==> config.mk <==
export PLATFORM = sky130hd
export DESIGN_NAME = instruction_fetch_unit
export DESIGN_NICKNAME = d
export VERILOG_FILES = /design/src/rtl/instruction_fetch_unit.sv
export SDC_FILE = /design/constraint.sdc
export NUM_CORES = 1
export LEC_CHECK = 0
export ABC_AREA = 0
export CAP_MARGIN = 20
export CORE_MARGIN = 8
export CORE_UTILIZATION = 50
export DETAILED_ROUTE_END_ITERATION = 6
export PLACE_DENSITY = 0.72
export RECOVER_POWER = 100
export SLEW_MARGIN = 20
export SYNTH_ARGS = -nofsm -noshare
export SYNTH_HDL_FRONTEND = slang
export SYNTH_SLANG_ARGS = --single-unit
export TNS_END_PERCENT = 5
==> constraint.sdc <==
create_clock -name CLK -period 7.2 [get_ports CLK]
set_input_delay 1.8 -clock CLK [delete_from_list [all_inputs] [get_ports CLK]]
set_output_delay 1.8 -clock CLK [all_outputs]
set_load 0.005 [all_outputs]
==> src/rtl/instruction_fetch_unit.sv <==
// Instruction fetch unit: owns the fetch PC, samples memory after RD_LAT cycles and buffers {PC, word} in order.
// Optional macro IFU_BRANCH_PREDECODE_EN steers the next fetch to the target of a pushed B imm26 word.
module instruction_fetch_unit #(
  parameter logic [63:0] RESET_PC = 64'h0,
  parameter int unsigned QDEPTH   = 4,
  parameter int unsigned RD_LAT   = 2
) (
  input  logic        CLK,
  input  logic        Reset,
  output logic [63:0] Address,
  input  logic [31:0] Data,
  output logic [31:0] Instr,
  output logic [63:0] InstrPC,
  output logic        InstrValid,
  input  logic        InstrReady,
  input  logic        Redirect,
  input  logic [63:0] RedirectPC
);

  localparam int unsigned AW = $clog2(QDEPTH);
  localparam int unsigned CW = (RD_LAT > 1) ? $clog2(RD_LAT) : 1;
  localparam logic [CW-1:0] CNT_LAST = CW'(RD_LAT - 1);
  localparam logic [AW:0]   OCC_FULL = (AW+1)'(QDEPTH);

  typedef enum logic {FETCH = 1'b0, HOLD = 1'b1} state_t;

  state_t        stateQ, stateD;
  logic [63:0]   pcQ, pcD;
  logic [CW-1:0] cntQ, cntD;
  logic [AW-1:0] rdPtrQ, rdPtrD, wrPtrQ, wrPtrD;
  logic [AW:0]   countQ, countD;
  logic [31:0]   instrQ, instrD;
  logic [63:0]   instrPcQ, instrPcD;
  logic          validQ, validD;
  logic [31:0]   memWordQ [QDEPTH];
  logic [63:0]   memPcQ   [QDEPTH];
  logic          full, pop, push, fetchDone;
  logic [63:0]   nextPc;

`ifdef IFU_BRANCH_PREDECODE_EN
  always_comb begin
    if (Data[31:26] == 6'b000101) nextPc = pcQ + {{36{Data[25]}}, Data[25:0], 2'b00};
    else                          nextPc = pcQ + 64'd4;
  end
`else
  assign nextPc = pcQ + 64'd4;
`endif

  // Full is judged on the pre-pop occupancy, so a pop never frees a slot for a same-cycle push.
  always_comb begin
    full      = (countQ == OCC_FULL);
    pop       = validQ && InstrReady;
    fetchDone = (stateQ == HOLD) || (cntQ == CNT_LAST);
    push      = fetchDone && !full && !Redirect;

    stateD   = stateQ;
    pcD      = pcQ;
    cntD     = cntQ;
    rdPtrD   = rdPtrQ;
    wrPtrD   = wrPtrQ;
    countD   = countQ;
    instrD   = instrQ;
    instrPcD = instrPcQ;
    validD   = validQ;

    if (Redirect) begin
      pcD    = RedirectPC & ~64'h3;
      cntD   = '0;
      stateD = FETCH;
      rdPtrD = '0;
      wrPtrD = '0;
      countD = '0;
      validD = 1'b0;
    end else begin
      unique case (stateQ)
        FETCH: begin
          if (cntQ == CNT_LAST) begin
            if (!full) begin
              pcD  = nextPc;
              cntD = '0;
            end else begin
              stateD = HOLD;
            end
          end else begin
            cntD = cntQ + CW'(1);
          end
        end
        HOLD: begin
          if (!full) begin
            pcD    = nextPc;
            cntD   = '0;
            stateD = FETCH;
          end
        end
        default: stateD = FETCH;
      endcase

      if (push) wrPtrD = wrPtrQ + AW'(1);
      if (pop)  rdPtrD = rdPtrQ + AW'(1);
      countD = countQ + (AW+1)'(push) - (AW+1)'(pop);
      validD = (countD != '0);

      // A push into an empty (post-pop) queue becomes the head directly.
      if (validD) begin
        if (push && (wrPtrQ == rdPtrD)) begin
          instrD   = Data;
          instrPcD = pcQ;
        end else begin
          instrD   = memWordQ[rdPtrD];
          instrPcD = memPcQ[rdPtrD];
        end
      end
    end
  end

  always_ff @(posedge CLK or posedge Reset) begin
    if (Reset) begin
      stateQ   <= FETCH;
      pcQ      <= RESET_PC;
      cntQ     <= '0;
      rdPtrQ   <= '0;
      wrPtrQ   <= '0;
      countQ   <= '0;
      instrQ   <= '0;
      instrPcQ <= '0;
      validQ   <= 1'b0;
    end else begin
      stateQ   <= stateD;
      pcQ      <= pcD;
      cntQ     <= cntD;
      rdPtrQ   <= rdPtrD;
      wrPtrQ   <= wrPtrD;
      countQ   <= countD;
      instrQ   <= instrD;
      instrPcQ <= instrPcD;
      validQ   <= validD;
    end
  end

  always_ff @(posedge CLK) begin
    if (push) begin
      memWordQ[wrPtrQ] <= Data;
      memPcQ[wrPtrQ]   <= pcQ;
    end
  end

  assign Address    = pcQ;
  assign Instr      = instrQ;
  assign InstrPC    = instrPcQ;
  assign InstrValid = validQ;

endmodule

-- Yosys cells after proc, flatten, opt, wreduce, memory -nomap -nowiden
Memory sizes are Yosys's and may differ from the RTL's. A register that Yosys moved wholly into a read port is not among the register bits.
Index checks and enable logic that the tools add are counted.
- input port bits: 100
- register bits: 74
- output and inout bits: 161
- latch bits: 0
- memory bits (read-only): 0
- RAM bits: 384
- memories: 2
- word-level logic and storage cells: 50
- divide/modulo/power cells: 0
- multiply operators: 0
- muxes and demuxes: 21
- eq/ne operators: 3
- $lt $le $gt $ge: 0
- reduce and logical (&&, ||, !) cells: 9
- $add $sub $neg: 6
- bitwise operators: 2
- shifts and indexed selects: 0
- memories (memory ; words ; bits a word ; read ports ; clocked after Yosys merged registers in ; wr ports ; line ; RTL):
    memPcQ ; 4 ; 64 ; 1 ; 1 ; 1 ; 36 ; logic [63:0] memPcQ [QDEPTH];
    memWordQ ; 4 ; 32 ; 1 ; 1 ; 1 ; 35 ; logic [31:0] memWordQ [QDEPTH];
- operators by type and width (cell ; count):
    $mux 64 ; 3
    $pmux 64 s2 ; 1
    $add 64x3->64 const B ; 1
    $mux 2 ; 5
    $mux 1 ; 9
    $ne 3x3->1 const B ; 2
    $add 2x1->2 const B ; 2
    $pmux 1 s2 ; 2
    $add 3x1->3 ; 1
    $eq 3x3->1 const B ; 1
    $logic_and 1x1->1 ; 3
    $mux 3 ; 1
    $reduce_bool 3->1 ; 1
    $sub 3x1->3 ; 1
    $logic_not 1->1 ; 2
    $not 1->1 ; 2
    $reduce_and 2->1 ; 1
    $reduce_bool 2->1 ; 1
    $add 1x1->1 const B ; 1
    $logic_or 1x1->1 ; 1

-- Longest topological paths before layout
- depth in word-level cells: 8
- gate-level depth with buffers: 16
- depth with buffers taken out: 12

-- Least setup slack after synthesis
Ideal clock, no wire load.
- kind: input-to-reg
- start: input Redirect
- end: memory memPcQ[1][10], enable pin
- library setup time: 0.463 ns
- slack: 1.555 ns
- buffers on the path: 3
- data required time: 6.737 ns
- data arrival time: 5.181 ns
- stages: 5
- path through: clkbuf_1 nor3_2 clkbuf_1 clkbuf_1 and2_1
- cells in the longest elaborated chain, start to end: 4
- ends and longest elaborated chain (item ; line ; RTL):
    from (decl) ; 16 ; input logic Redirect,
    $logic_not 1->1 ; 54 ; push = fetchDone && !full && !Redirect;
    $logic_and 1x1->1 ; 54 ;
    $mux 1 ; 141 ; if (push) begin
    $mux 1 (implied by the code) ; 143 ; memPcQ[wrPtrQ] <= pcQ;
    to (decl) ; 36 ;
Every way passes these cells.

-- Worst setup path in the final report
- start: input Redirect
- end: memory memPcQ[2][19], enable pin
The elaborated chain is that of the path after synthesis.

==> qor.csv <==
stage,metric,value,unit
run_status,status,finished with violations,
run_status,violations,"capacitance limit, slew limit",
power,switchingPower,3.155,mW
clocking,h-tree-depth,2,
power,power,9.928,mW
layout,instances_no_fill,2385,
worst_setup_path,cp_slowest_cell,clkbuf_1,
drt,top_layer_used,met5,
placement,dp_slack,1.895,ns
worst_setup_path,critical_path.cell_chain,buf_2 -> buf_4 -> nor3_1 -> buf_4 -> buf_4 -> and2_4 -> clkbuf_1,
synthesis,synth_edf_count,376,
clocking,cts_tree,done,
timing,setup_violations,0,
timing,fin_tns_setup,0,ns
clocking,cts-hold-fix-buffers,0,
drt,wl_per_cell,24.31,um
timing,post-route-worst-setup-slack,1.416,ns
global_routing,grt_max_degree,138,
synthesis,synth_mux_area_frac,0.09595,
die,fp.dieH,227.7,um
worst_setup_path,crit_family,buffers and inverters,
placement,gp_congestion,0.8121,
drt,drt_iter0_markers,1259,
clocking,cts_buffers,53,
global_routing,grt_overflow,0,
drt,wl_met1,23.14,mm
clocking,clock_latency,0.59,ns
power,max-vdd-ir-drop,0.0002431,V
timing,fmax,0.1729,GHz
layout,fin_area,0.02720,mm^2
power,internal-power,6.773,mW
timing,final_max_slew_viol_count,321,
worst_setup_path,path_max_fanout,60,
layout,fin_util,0.6151,
synthesis,syn_inst,1517,
synthesis,synth_xor_xnor_area_share,0.01720,
power,seqPwrFrac,0.422,
synthesis,ys_seq_elements,542,
clocking,clock_sinks,542,
synthesis,synth_area,0.02240,mm^2
synthesis,yosysWarnings,0,
placement,dpl_cell_area,0.02550,mm^2
timing,rsz0062_at_grt,false,
timing,hold_viol_final,0,
clocking,cts.clk_slew.worst_paths,0.06,ns
clocking,cts-resized-gates,0,
layout,fin_nets,1854,
global_routing,antenna_found_initial,8,
worst_setup_path,cp-start-kind,input pin,
worst_setup_path,cp-end-kind,register,
synthesis,synthAdderAreaFrac,0.004803,
placement,dp_hpwl,34.75,mm
timing,maxSlewHeadroom,-1.140,
drt,via_per_inst,6.029,
die,dieArea,0.05184,mm^2
power,clockPowerShare,0.283,
power,switching_share,0.3178,
die,ios,261,
worst_setup_path,path_buf_inv,5,
drt,firstDrtPassIters,5,
timing,tightestPinTransition,3.209,ns
drt,route.detailed.drc,0,
synthesis,avgSynthCellArea,14.77,um^2
drt,drt_wl_total,57.97,mm
synthesis,synth-seq-area-share,0.6894,
timing,clock-skew-final,0.01650,ns
drt,final_antenna_net_count,0,
global_routing,grt_pass1_wl,87.64,mm
worst_setup_path,max_stage_delay,1.53,ns
die,num_rows,77,
drt,vias,14380,
synthesis,synth_top_family_by_area,multiplexers,
clocking,cts_buffer_depth,3,
worst_setup_path,worstPathArrival,5.96,ns
power,p_leak,9.151,nW
synthesis,synth-simple-area-share,0.09555,
synthesis,async_flop_share,0.3063,
hold_path,hold_path.class,register to register,
synthesis,dominantRegCellSynth,edfxtp_1,
synthesis,ys_types,55,
worst_setup_path,required,7.37,ns
layout,drive_gt1_frac,0.1228,
timing,fin_crit,5.784,ns
placement,dpl.cell_count,2283,
die,fp.dieW,227.7,um
timing,hold_ws,0.5160,ns
worst_setup_path,cp_common_cell,buf_4,
global_routing,first_global_vias,14667,
die,coreArea,0.04422,mm^2
run,drv_cap,6,
placement,io_buffers,254,
layout,syn_to_final_growth,21.42,%
drt,wl_met3,4.815,mm
drt,routed-wl-met2,28.36,mm
power,power_density,365.0,mW/mm^2
die,start_util,0.5066,
worst_setup_path,crit_type,input pin to register,
power,combPwrFrac,0.295,
global_routing,track_usage,0.2232,
clocking,root_buffer,clkbuf_16,
clocking,cts_setup_buffers,0,
synthesis,synth_compound_area_frac,0.07204,
timing,finalCritPeriodShare,0.8034,
-- registers in the layout (all words and copies together) (netlist names) --
name / count
InstrValid: 1
memPcQ: 248
stateQ: 1
cntQ: 1
countQ: 3
Address: 62
Instr: 32
rdPtrQ: 2
InstrPC: 62
wrPtrQ: 2
memWordQ: 128
-- path summary, 6_finish.rpt --
kind	start	endpoint	slack, ns	depth (start not counted)
setup reg to reg	countQ[2]	memPcQ[2][19]	2.45	6
hold / removal	Instr[1]	Instr[1]	0.52	1
max in group asynchronous	Reset	InstrPC[2]	2.76	3
hold reg to reg	Instr[1]	Instr[1]	0.52	1
min in group asynchronous	Reset	InstrPC[31]	2.72	2
setup / recovery	Redirect	memPcQ[2][19]	1.42	7
-- cell usage after synthesis (all sizes together) (2+ instances only) --
library cell	instances	area [um^2]
a31oi	112	706.9
and4	9	81.33
buf	30	193.9
ha	7	87.58
o31ai	16	120.1
nor3	9	66.32
dfrtp	166	4154
nor2	125	469.2
and3	9	56.30
a22o	2	17.52
nand3b	2	15.01
nor2b	2	12.51
or3	4	25.02
o211ai	2	15.01
inv	14	52.55
nor3b	3	32.53
xnor2	11	96.34
nand3	121	628.1
mux4	94	2117
nand2	59	231.5
nor4	5	46.29
xor2	33	289.0
nand4	35	225.2
a21oi	4	20.02
mux2	2	22.52
o21ai	138	690.7
and2	16	100.1
or4	18	135.1
edfxtp	376	11290
clkbuf	82	307.8
-- layout make-up --
class | count | area [um^2]
inverter | 15 | 61.31
tap | 592 | 740.7
antenna | 2 | 5.005
timing repair buffer | 283 | 2753
clock buffer | 72 | 1480
fill | 3289 | 17020
sequential | 542 | 15440
clock inverter | 28 | 294.0
multi-input combinational | 851 | 6424
-- worst register-to-register path: stages (launching register included) --
cell	delay, ns
dfrtp_1	0.39
nor3b_2	0.22
nor3_1	0.30
buf_4	0.57
buf_4	0.73
and2_4	0.58
clkbuf_1	1.53
-- power groups by stage --
stage	Clock (mW)	Sequential, mW	Combinational (mW)
2_1_floorplan	0	4.21	1.73
3_3_place_gp	0	4.24	3.02
3_5_place_dp	0	4.26	3.09
4_1_cts	2.85	4.21	3.10
5_1_grt	2.97	4.25	3.19
6_report	2.81	4.19	2.92
-- logic make-up (layout without fill, tap and decap cells) --
group / Yosys count / after routing
adders and majority gates: 8 / 8
and+or+nand+nor: 419 / 419
other: 1 / 6
AOI/OAI and AO/OA: 279 / 279
muxes: 97 / 97
xor gates and xnor gates: 44 / 44
DFF: 542 / 542
buffers and inverters: 127 / 398
-- placed cells by master, fill, tap and decap left out, types with 33 or more instances in the layout --
cell type and count:
dfrtp_1 166, nor2_1 125, o21ai_0 138, mux4_2 94, nand4_1 34, clkbuf_16 55
edfxtp_1 376, dlygate4sd3_1 190, nand2_1 57, nand3_1 120, clkdlybuf4s50_1 63, xor2_1 33
a31oi_1 111
-- layer usage --
metal | vias up | GRT usage
met5 | - | 0.01137
met4 | 12 | 0.06747
met3 | 108 | 0.05787
met2 | 567 | 0.3701
met1 | 7329 | 0.2876
li1 | 6364 | -
(Power assumes the default switching activity.)
